### src/rtl/riscv_core_pkg.sv
// rtl/riscv_core_pkg.sv - shared types for the RV64M multiply sequencer
package riscv_core_pkg;

  typedef enum logic [1:0] {
    MUL_OP_MUL    = 2'd0,
    MUL_OP_MULH   = 2'd1,
    MUL_OP_MULHSU = 2'd2,
    MUL_OP_MULHU  = 2'd3
  } mul_op_e;

  typedef enum logic [2:0] {
    ST_IDLE  = 3'd0,
    ST_START = 3'd1,
    ST_WAIT  = 3'd2,
    ST_FIX   = 3'd3,
    ST_RESP  = 3'd4,
    ST_DRAIN = 3'd5
  } mul_state_e;

  // Accept-to-result-valid cycles when the multiplier is actually used.
  localparam int MUL_LAT = 67;

endpackage

### src/rtl/riscv_core_mul_fix.sv
// rtl/riscv_core_mul_fix.sv - sign correction of the unsigned product and result half/word select
module riscv_core_mul_fix
  import riscv_core_pkg::*;
#(
  parameter int XLEN = 64
) (
  input  logic [2*XLEN-1:0] prod_i,
  input  logic              neg_i,
  input  mul_op_e           op_i,
  input  logic              word_i,
  output logic [XLEN-1:0]   res_o
);

  logic [2*XLEN-1:0] p;

  always_comb begin
    p     = neg_i ? (~prod_i + {{(2*XLEN-1){1'b0}}, 1'b1}) : prod_i;
    res_o = p[2*XLEN-1:XLEN];
    if (word_i) begin
      res_o = {{(XLEN-32){p[31]}}, p[31:0]};
    end else if (op_i == MUL_OP_MUL) begin
      res_o = p[XLEN-1:0];
    end
  end

endmodule

### src/rtl/riscv_core_mul_ctrl.sv
// rtl/riscv_core_mul_ctrl.sv - request/response sequencer around the 64-cycle shift-add multiplier
module riscv_core_mul_ctrl
  import riscv_core_pkg::*;
#(
  parameter int XLEN  = 64,
  parameter int TAG_W = 5
) (
  input  logic              i_booth_clk,
  input  logic              i_booth_rstn,
  input  logic              i_req_valid,
  output logic              o_req_ready,
  input  logic [1:0]        i_req_op,
  input  logic              i_req_word,
  input  logic [XLEN-1:0]   i_req_rs1,
  input  logic [XLEN-1:0]   i_req_rs2,
  input  logic [TAG_W-1:0]  i_req_tag,
  input  logic              i_flush,
  output logic              o_res_valid,
  input  logic              i_res_ready,
  output logic [XLEN-1:0]   o_res_data,
  output logic [TAG_W-1:0]  o_res_tag,
  output logic              o_busy,
  output logic [XLEN-1:0]   o_booth_multiplicand,
  output logic [XLEN-1:0]   o_booth_multiplier,
  output logic              o_booth_en,
  input  logic              i_booth_done,
  input  logic [2*XLEN-1:0] i_booth_product
);

  mul_state_e        state_q, state_d;
  mul_op_e           op_q, op_d;
  logic              word_q, word_d;
  logic              neg_q, neg_d;
  logic [TAG_W-1:0]  tag_q, tag_d;
  logic [XLEN-1:0]   mcand_q, mcand_d;
  logic [XLEN-1:0]   mplier_q, mplier_d;
  logic [2*XLEN-1:0] prod_q, prod_d;
  logic [XLEN-1:0]   res_q, res_d;

  mul_op_e           req_op;
  logic              req_word;
  logic              sign1, sign2;
  logic [XLEN-1:0]   op1, op2;
  logic [XLEN-1:0]   mag1, mag2;
  logic              mag_zero;
  logic              accept;
  logic [XLEN-1:0]   fix_res;

  // Operand preparation for the request currently presented.
  always_comb begin
    req_op   = mul_op_e'(i_req_op);
    req_word = i_req_word & (req_op == MUL_OP_MUL);
    sign1    = ((req_op == MUL_OP_MULH) | (req_op == MUL_OP_MULHSU)) & i_req_rs1[XLEN-1];
    sign2    = (req_op == MUL_OP_MULH) & i_req_rs2[XLEN-1];
    op1      = req_word ? {{(XLEN-32){1'b0}}, i_req_rs1[31:0]} : i_req_rs1;
    op2      = req_word ? {{(XLEN-32){1'b0}}, i_req_rs2[31:0]} : i_req_rs2;
    mag1     = sign1 ? (~op1 + {{(XLEN-1){1'b0}}, 1'b1}) : op1;
    mag2     = sign2 ? (~op2 + {{(XLEN-1){1'b0}}, 1'b1}) : op2;
    mag_zero = (mag1 == '0) | (mag2 == '0);
  end

  assign accept = i_req_valid & o_req_ready;

  riscv_core_mul_fix #(.XLEN(XLEN)) u_fix (
    .prod_i (prod_q),
    .neg_i  (neg_q),
    .op_i   (op_q),
    .word_i (word_q),
    .res_o  (fix_res)
  );

  always_ff @(posedge i_booth_clk or negedge i_booth_rstn) begin
    if (!i_booth_rstn) begin
      state_q  <= ST_IDLE;
      op_q     <= MUL_OP_MUL;
      word_q   <= 1'b0;
      neg_q    <= 1'b0;
      tag_q    <= '0;
      mcand_q  <= '0;
      mplier_q <= '0;
      prod_q   <= '0;
      res_q    <= '0;
    end else begin
      state_q  <= state_d;
      op_q     <= op_d;
      word_q   <= word_d;
      neg_q    <= neg_d;
      tag_q    <= tag_d;
      mcand_q  <= mcand_d;
      mplier_q <= mplier_d;
      prod_q   <= prod_d;
      res_q    <= res_d;
    end
  end

  always_comb begin
    state_d = state_q;
    case (state_q)
      ST_IDLE:  if (accept) state_d = mag_zero ? ST_RESP : ST_START;
      ST_START: state_d = i_flush ? ST_DRAIN : ST_WAIT;
      ST_WAIT: begin
        // A flush coinciding with done has nothing left to drain.
        if (i_flush)           state_d = i_booth_done ? ST_IDLE : ST_DRAIN;
        else if (i_booth_done) state_d = ST_FIX;
      end
      ST_FIX:   state_d = i_flush ? ST_IDLE : ST_RESP;
      ST_RESP:  if (i_flush | i_res_ready) state_d = ST_IDLE;
      ST_DRAIN: if (i_booth_done) state_d = ST_IDLE;
      default:  state_d = ST_IDLE;
    endcase
  end

  always_comb begin
    op_d     = op_q;
    word_d   = word_q;
    neg_d    = neg_q;
    tag_d    = tag_q;
    mcand_d  = mcand_q;
    mplier_d = mplier_q;
    prod_d   = prod_q;
    res_d    = res_q;
    if ((state_q == ST_IDLE) && accept) begin
      op_d     = req_op;
      word_d   = req_word;
      neg_d    = sign1 ^ sign2;
      tag_d    = i_req_tag;
      mcand_d  = mag1;
      mplier_d = mag2;
      res_d    = '0;
    end
    if ((state_q == ST_WAIT) && i_booth_done && !i_flush) prod_d = i_booth_product;
    if ((state_q == ST_FIX) && !i_flush) res_d = fix_res;
  end

  always_comb begin
    o_req_ready = (state_q == ST_IDLE) & ~i_flush;
    o_busy      = (state_q != ST_IDLE);
    o_booth_en  = (state_q == ST_START);
    o_res_valid = (state_q == ST_RESP);
  end

  assign o_res_data           = res_q;
  assign o_res_tag            = tag_q;
  assign o_booth_multiplicand = mcand_q;
  assign o_booth_multiplier   = mplier_q;

endmodule

### config.mk
export PLATFORM = sky130hd
export DESIGN_NAME = riscv_core_mul_ctrl
export DESIGN_NICKNAME = d
export VERILOG_FILES = /design/src/rtl/riscv_core_pkg.sv /design/src/rtl/riscv_core_mul_fix.sv /design/src/rtl/riscv_core_mul_ctrl.sv
export SDC_FILE = /design/constraint.sdc
export NUM_CORES = 1
export LEC_CHECK = 0
export ABC_AREA = 1
export BUFFER_PORTS_ARGS = -buffer_cell sky130_fd_sc_hd__buf_2
export CAP_MARGIN = 20
export CORE_MARGIN = 2
export CORE_UTILIZATION = 50
export DETAILED_ROUTE_END_ITERATION = 10
export PLACE_DENSITY_LB_ADDON = 0.1
export SLEW_MARGIN = 10
export SYNTH_ARGS = -nofsm -noshare
export SYNTH_HDL_FRONTEND = slang
export SYNTH_SLANG_ARGS = --single-unit
### constraint.sdc
create_clock -name i_booth_clk -period 4.8 [get_ports i_booth_clk]
set_clock_uncertainty 0.1 [all_clocks]
set_input_delay 0.24 -clock i_booth_clk [delete_from_list [all_inputs] [get_ports i_booth_clk]]
set_output_delay 0.24 -clock i_booth_clk [all_outputs]
set_load 0.005 [all_outputs]
# Word level (Yosys, flattened, before mapping)
# Cells that the tools add are included.
[word_totals]
register_bits = 332
wordCells = 68
inputBits = 270
out_inout_bits = 201
[op_classes]
muxes = 19
eq_ne = 11
n_reduce_logical = 13
bitwise = 13
n_addsub = 3
[ops]
columns = ["operator", "count"]
rows = [
  ["$mux W64", 8],
  ["$add A128 B1 Y128 const B", 1],
  ["$add A64 B1 Y64 const B", 2],
  ["$logic_not A64 Y1", 2],
  ["$mux W128", 1],
  ["$not A128 Y128", 1],
  ["$not A64 Y64", 2],
  ["$mux W3", 9],
  ["$pmux W3 S6", 1],
  ["$eq A3 B2 Y1 const B", 2],
  ["$eq A3 B3 Y1 const B", 2],
  ["$and A1 B1 Y1", 5],
  ["$logic_and A1 B1 Y1", 4],
  ["$logic_not A2 Y1", 2],
  ["$ne A2 B2 Y1 const B", 2],
  ["$reduce_and A4 Y1", 1],
  ["$eq A3 B1 Y1 const B", 1],
  ["$logic_not A3 Y1", 1],
  ["$ne A3 B3 Y1 const B", 1],
  ["$or A1 B1 Y1", 3],
  ["$reduce_bool A3 Y1", 1],
  ["$eq A2 B1 Y1 const B", 1],
  ["$eq A2 B2 Y1 const B", 1],
  ["$ne A2 B1 Y1 const B", 1],
  ["4 further kinds", 4],
]

# Logic depth before layout (Yosys ltp)
# Gate-level depths: netlist of run 1.
[depth]
word_depth = 11
ltp_mapped = 23
mapped_depth_nobuf = 23

# Hierarchy
# Synthesis of run 1 repeated with hierarchy kept, for this count alone.
[hier_totals]
cells_unflattened = 3853
hier_area_um2 = 24662.4
[by_module_without_submodules]
columns = ["module", "cells_per_inst", "area_per_inst_um2", "n_inst"]
rows = [
  ["riscv_core_mul_ctrl", 2432, 18331.3, 1],
  ["riscv_core_mul_fix", 1421, 6331.1, 1],
]

# Least setup slack after synthesis of run 1
# OpenSTA, ideal clock, no wires.
[synth_path]
kind = "reg2reg"
startpoint = "register prod_q[1]"
endpoint = "register res_q[28] (netlist: o_res_data[28])"
arrival_time_ns = 2.026
setup_ns = 0.118
period_less_slack_ns = 2.244
path_stages_with_launch = 17
n_path_buf = 0
slack_ns = 2.556
path_cell_list = "dfrtp_1 inv_1 ha_1 nand2_2 nor2_4 nand2_2 nor3_2 nand3_2 nor3_4 nand3_2 nand2_2 nand2_1 a21oi_2 or2_2 nand3_1 nand3_1 nand2_1"
[synth_via]
elab_chain_len = 6
[synth_rtl]
columns = ["element", "line", "source"]
rows = [
  ["from (decl)", "riscv_core_mul_ctrl.sv:37", "logic [2*XLEN-1:0] prod_q, prod_d;"],
  ["from (signal assigned)", "riscv_core_mul_ctrl.sv:91", "prod_q <= prod_d;"],
  ["$not A128 Y128 (*)", "riscv_core_mul_fix.sv:17", "p = neg_i ? (~prod_i + {{(2*XLEN-1){1'b0}}, 1'b1}) : prod_i;"],
  ["$add A128 B1 Y128 (*)", "riscv_core_mul_fix.sv:17", ""],
  ["$mux W128 (*)", "riscv_core_mul_fix.sv:17", ""],
  ["$mux W64", "riscv_core_mul_fix.sv:21", "end else if (op_i == MUL_OP_MUL) begin"],
  ["$mux W64 (*)", "riscv_core_mul_fix.sv:19", "if (word_i) begin"],
  ["$mux W64 (*)", "riscv_core_mul_ctrl.sv:132", "if ((state_q == ST_FIX) && !i_flush) res_d = fix_res;"],
  ["to (signal assigned)", "riscv_core_mul_ctrl.sv:92", "res_q <= res_d;"],
  ["to (decl)", "riscv_core_mul_ctrl.sv:38", "logic [XLEN-1:0] res_q, res_d;"],
]
# Every way passes the cells marked *; elsewhere a longest branch is shown, timed or not.
# A chain may end at the register's enable or synchronous reset.

# Worst setup path in the final report of run 1
[layout_path]
startpoint = "input port i_req_op[1]"
endpoint = "register state_q[0]"
[layout_via]
elab_chain_len = 11
[layout_rtl]
columns = ["element", "line", "source"]
rows = [
  ["from (decl)", "riscv_core_mul_ctrl.sv:12", "input logic [1:0] i_req_op,"],
  ["$logic_not A2 Y1", "riscv_core_mul_ctrl.sv:52", "req_word = i_req_word & (req_op == MUL_OP_MUL);"],
  ["$and A1 B1 Y1", "riscv_core_mul_ctrl.sv:52", ""],
  ["$mux W64 (on tied branches)", "riscv_core_mul_ctrl.sv:55, riscv_core_mul_ctrl.sv:56", ""],
  ["$not A64 Y64 (on tied branches)", "riscv_core_mul_ctrl.sv:57, riscv_core_mul_ctrl.sv:58", ""],
  ["$add A64 B1 Y64 (on tied branches)", "riscv_core_mul_ctrl.sv:57, riscv_core_mul_ctrl.sv:58", ""],
  ["$mux W64 (on tied branches)", "riscv_core_mul_ctrl.sv:57, riscv_core_mul_ctrl.sv:58", ""],
  ["$logic_not A64 Y1", "riscv_core_mul_ctrl.sv:59", "mag_zero = (mag1 == '0) | (mag2 == '0);"],
  ["$or A1 B1 Y1 (*)", "riscv_core_mul_ctrl.sv:59", ""],
  ["$mux W3 (*) (2 in series)", "riscv_core_mul_ctrl.sv:99", "ST_IDLE: if (accept) state_d = mag_zero ? ST_RESP : ST_START;"],
  ["$pmux W3 S6 (*)", "riscv_core_mul_ctrl.sv:98", "case (state_q)"],
  ["to (signal assigned)", "riscv_core_mul_ctrl.sv:84", "state_q <= state_d;"],
  ["to (decl)", "riscv_core_mul_ctrl.sv:30", "mul_state_e state_q, state_d;"],
]
# Every way passes the cells marked *; elsewhere a longest branch is shown, timed or not. The select of a mux whose other input is x is not followed.

==> results of run 1 <==
## worst min-delay path by stage
stage | start | end | slack, ps | depth (start not counted)
2_1_floorplan | i_booth_rstn | neg_q | -160 | 0
3_3_place_gp | i_booth_rstn | o_booth_multiplicand[15] | 150 | 1
3_5_place_dp | i_booth_rstn | o_booth_multiplicand[15] | 150 | 1
4_1_cts | i_req_rs2[42] | o_booth_multiplier[42] | 0.8 | 4
5_1_grt | i_req_rs2[43] | o_booth_multiplier[43] | 30 | 4
6_report | i_req_rs1[13] | o_booth_multiplicand[13] | 5 | 4
## worst max-delay path, stage by stage
cell and delay [ps]:
dlygate4sd3_1 550, buf_2 160, inv_1 120, ha_1 170, nand2_2 250, inv_2 750, buf_4 470, o21ai_1 180
a21boi_1 180, nand3b_1 110, nand2_1 70, nor2_1 120, nand2_1 90, nor2_1 100, nand3_1 130, nand3_1 100
nand2_1 50, nand2_1 60, nand2_1 40
## stage by stage
stage          total power, W  cell area [um2]  hold WS, ps
2_1_floorplan         0.00866            23400         -156
3_3_place_gp           0.0116            26300          148
3_5_place_dp           0.0116            26300          150
4_1_cts                0.0149            29500        0.776
5_1_grt                0.0161            29500         28.9
6_report               0.0151            29500         5.17
## sequential cells by signal, summed over array words and instances (netlist names)
signal	flops
op_q	2
o_res_tag	5
prod_q	128
o_res_data	64
o_booth_multiplier	64
state_q	3
word_q	1
neg_q	1
o_booth_multiplicand	64
## layout make-up
cell class	instances	area (um2)
antenna	3	7.51
sequential	332	8310
clock inverter	13	179
tap	607	759
inverter	363	1360
multi-input combinational	2918	13200
clock buffer	55	1150
timing repair buffer	679	4490
fill	4448	16900
## routing by layer
layer	wire (um)	global-route usage [%]	part of all wire, %	vias up
met5	27	0	0.027	-
met3	8080	6.76	8.2	281
li1	-	-	-	13200
met2	44700	63.6	45	1403
met4	5800	20.3	5.9	4
met1	40300	52.7	41	12900
## logic make-up after synthesis
kind of cell | synth area share, %
compound gates | 12.2
xor+xnor | 1.50
fa+ha+maj | 0.267
buf+inv | 8.33
flops | 35.5
mux | 0.0481
simple gates | 42.2
## Yosys cell counts, drive strengths merged
| cell type | number |
|---|---|
| buf | 47 |
| a31oi | 5 |
| a22o | 5 |
| o211ai | 7 |
| a32o | 4 |
| a21o | 1 |
| nor2 | 584 |
| o22ai | 3 |
| a21oi | 203 |
| nand4 | 109 |
| nand2 | 1339 |
| a21boi | 2 |
| clkinv | 2 |
| or2 | 9 |
| o311ai | 2 |
| ha | 5 |
| xnor2 | 3 |
| xor2 | 37 |
| o221ai | 4 |
| nor3 | 35 |
| and2 | 3 |
| a41oi | 2 |
| o21a | 6 |
| nand3 | 217 |
| clkbuf | 86 |
| nor4 | 11 |
| o21bai | 2 |
| nand3b | 38 |
| o31ai | 4 |
| dfrtp | 332 |
| inv | 361 |
| o21ai | 277 |
| mux2 | 1 |
## report_power, final
part           switching, W  internal, W  total, W  leakage (nW)
Combinational       0.00475      0.00231   0.00706          10.7
Clock               0.00126      0.00188   0.00314         0.641
Sequential         0.000923      0.00401   0.00494          3.97
## cells in the final DEF (no fill, tap or decap), types with 53 or more instances in the layout
master         count
nand2_1         1306
nor2_1           549
buf_2            469
inv_1            343
dfrtp_1          331
nand3_1          208
o21ai_0          205
a21oi_1          201
dlygate4sd3_1    187
nand4_1          108
o21ai_1           53
==> impl_metrics.ini, run 1 <==
[status]
outcome = finished, final reports clean

[min_path]
worstHoldPathType = in2reg

[timing]
fin_setup_tns_ps = 0
finalHoldViolations = 0
fin_crit_ps = 3620
tightest_slew_ps = 1170
slew_violations = 0
relSlewSlack_pct = 22.0
worst_slack_ps = 1180
setup_viol = 0
fmax_ghz = 0.276
rsz0062_at_grt = no
period_share_pct = 75.4

[setup_path]
cp.arrival_ps = 3980
worstPathMaxFanout = 53
startpoint = i_req_op[1]
rr_worst_depth = 14
cp-start-kind = input port
ff2ff_setup_slack_ps = 1370
timing_worst_setup_path_type = in2reg
crit_end = state_q[0]
r2r_start = prod_q[2]
cp-end-kind = register
r2r-end = o_res_data[41]
cp.required_ps = 5160

[floorplanning]
die_w_um = 220
fp-row-count = 79
chipHeight_um = 220
num_io_pins = 471
die-area_um2 = 48600
start_util_pct = 50.5
fp.coreArea_um2 = 46400

[global_route]
grtUsageTotal_pct = 40.0
grt_pass1_wl_mm = 149
grt_max_degree = 184
grt_pass1_vias = 26000
antenna_found_initial = 4
grt.overflow.total = 0

[synthesis]
seq_area_frac_synth_pct = 35.5
synth_cell_types = 51
synth_area_leaders = dfrtp_1 (35%), nand2_1 (21%), nor2_1 (8.8%), inv_1 (5.5%), nand3_1 (4.4%)
yosysWarnings = 0
syn_nets = 4021
synth_top_area_cell = dfrtp_1
syn_inst = 3746
avgSynthCellArea_um2 = 6.25
ys_ff_latch = 332
synth_top_cell_area_share_pct = 35.5
syn_area_um2 = 23400

[clock_network]
cts_buffers = 39
cts_tree = yes
postCtsSetupBuffers = 0
hold_buffers = 187
clkSinkCount = 332
cts_resized = 0
clk_pin_slew_worst_paths_ps = 60
h-tree-depth = 2
cts-root-buf = clkbuf_16
ctsLongestPathBuffers = 3
clkLatencyLatePin_ps = 570

[placement]
dpl.cell_count = 4712
post-place-ws_ps = 1240
port_buffers = 470
dp_hpwl_mm = 75.7
gp_congestion = 1.04

[finish]
fin_nets = 4608
area_growth_pct = 25.8
drive_gt1_share_pct = 15.7
final_util_pct = 63.6
final_cells = 4970

[route]
drc = 0
dr.pass1.iters = 6
wl_mm = 98.9
drtIter0Drc = 2927
vias = 27700
ant_nets = 0
post_drt_wl_per_cell_um = 19.9
via_per_inst = 5.57

[power]
power.density_nw_per_um2 = 514
vdd_drop_max_uv = 418
power_leakage_nw = 15.3

[run]
cap_violations = 0
Note: power is estimated with default switching activity, not from simulation.
==> run 2: changes to the inputs <==
==> constraint.sdc (replaced) <==
create_clock -name i_booth_clk -period 3.46 [get_ports i_booth_clk]
set_clock_uncertainty 0.1 [all_clocks]
set_input_delay 0.173 -clock i_booth_clk [delete_from_list [all_inputs] [get_ports i_booth_clk]]
set_output_delay 0.173 -clock i_booth_clk [all_outputs]
set_load 0.005 [all_outputs]
==> run 2 against run 1 <==
Against the previous run:
- wire length is 3.8% higher
- critical path depth is 5 higher
- sequential share of layout area is 0.66 points lower
- largest power group unchanged
==> impl_metrics.ini, run 2 (same netlist as run 1, synthesis figures left out) <==
[status]
outcome = finished, final reports clean

[finish]
final_common_cell = nand2_1
drive_gt1_share_pct = 16.4
fin_nets = 4697
largest_register = prod_q
n_antenna_cell = 0
area_growth_pct = 28.8
final_cell_mix = nand2_1 (1306), nor2_1 (549), buf_2 (469)
largest_reg_flops = 128
final_cells = 5056

[placement]
port_buffers = 470
gp_congestion = 1.08
dp_hpwl_mm = 77.7
dpl.cell_count = 4758
post-place-ws_ps = 293

[floorplanning]
num_io_pins = 471
fp-row-count = 79
die-area_um2 = 48600
fp.coreArea_um2 = 46400
die_w_um = 220
chipHeight_um = 220
start_util_pct = 50.5

[timing]
fin_crit_ps = 3200
relSlewSlack_pct = 42.4
setup_viol = 0
tightest_slew_ps = 864
fmax_ghz = 0.313
hold_ws_ps = 20.3
fin_setup_tns_ps = 0
slew_violations = 0
worst_slack_ps = 264
rsz0062_at_grt = no
finalHoldViolations = 0
period_share_pct = 92.4

[setup_path]
max_stage_delay_ps = 520
cp.required_ps = 3830
rr_worst_depth = 15
cp-start-kind = input port
critPathSlowestCell = dlygate4sd3_1
ff2ff_setup_slack_ps = 290
r2r_start = prod_q[1]
r2r-end = o_res_data[14]
cpMostUsedCell = nand2_1
startpoint = i_req_op[1]
timing_worst_setup_path_type = in2reg
worstPathMaxFanout = 40
cp-end-kind = register
crit_chain = dlygate4sd3_1 > buf_2 > inv_1 > ha_1 > nand2_4 > buf_12 > buf_4 > o21ai_2 > nand2_1 > inv_1 > nand2_1 > nor2_1 > nand2_1 > nand2_1 > nand2_1 > nand2_1 > nor2_1 > nand4_1 > nor2_1 > nand3_1 > nand3_1 > nand2_1 > nand2_1 > nand2_1
cp.arrival_ps = 3560
crit_end = state_q[0]

[clock_network]
cts_buffers = 38
hold_buffers = 231
clkLatencyLatePin_ps = 580
cts-root-buf = clkbuf_16
cts_resized = 0
h-tree-depth = 2
cts_tree = yes
clkSinkCount = 332
clk_pin_slew_worst_paths_ps = 60
ctsLongestPathBuffers = 3
postCtsSetupBuffers = 0

[global_route]
met1_usage_pct = 54.6
grt_pass1_vias = 26800
busiest_layer = met2
gr-usage-met3_pct = 6.80
grt_max_degree = 100
grt_pass1_wl_mm = 153
grt_use_met2_pct = 64.8
grt.overflow.total = 0
grtUsageTotal_pct = 41.5
antenna_found_initial = 1

[power]
power.density_nw_per_um2 = 700
p_total_w = 0.0211
power_leakage_nw = 15.7
vdd_drop_max_uv = 529

[min_path]
worstHoldPathType = in2async

[run]
cap_violations = 0

[route]
drtIter0Drc = 3409
dr.pass1.iters = 8
ant_nets = 0
vias = 28500
post_drt_wl_per_cell_um = 20.3
drc = 0
via_per_inst = 5.63
wl_mm = 103
==> run 2: metrics by stage <==
| step | instance area, um2 | util (%) |
|---|---|---|
| 4_1_cts | 30200 | 65.1 |
| 3_3_place_gp | 26600 | 57.4 |
| 5_1_grt | 30200 | 65.1 |
| 2_1_floorplan | 23400 | - |
| 3_5_place_dp | 26600 | 57.4 |
| 6_report | 30200 | 65.1 |
==> run 2: worst min-delay path by stage <==
stage	start	to	slack, ps
5_1_grt	i_req_rs1[52]	o_booth_multiplicand[52]	40
2_1_floorplan	i_booth_rstn	neg_q	-220
3_3_place_gp	i_booth_rstn	o_booth_multiplicand[6]	20
4_1_cts	i_req_rs2[55]	o_booth_multiplier[55]	1
3_5_place_dp	i_booth_rstn	o_booth_multiplicand[6]	30
6_report	i_booth_rstn	o_booth_multiplicand[15]	20
==> run 2: metal layers <==
layer	share of wire [%]	up-vias	wire length (um)
li1	-	13300	-
met1	40	13100	41200
met2	45	1645	45800
met3	8.7	334	8880
met4	6.6	2	6730
met5	0.0068	-	7
==> run 2: worst max-delay path: cells and delay by family <==
family / cells / cell delay (ps)
adders and majority gates: 1 / 220
buffers and inverters: 6 / 1240
and+or+nand+nor: 16 / 1800
AOI/OAI and AO/OA: 1 / 90
==> run 2: cell type report <==
type                    count  area, um2
well taps                 607        759
flip-flops and latches    332       8310
repair buffers            769       5310
inverters                 363       1360
clock inverters            15        153
fillers                  4249      16200
multi-input cells        2918      13200
clock buffers              52       1070
==> run 2: report_power, final <==
| group | switching, W | leakage, nW | total (W) | internal (W) |
|---|---|---|---|---|
| clock | 0.00178 | 0.599 | 0.00412 | 0.00234 |
| combinational | 0.00670 | 11.1 | 0.0101 | 0.00340 |
| sequential | 0.00132 | 3.97 | 0.00688 | 0.00557 |
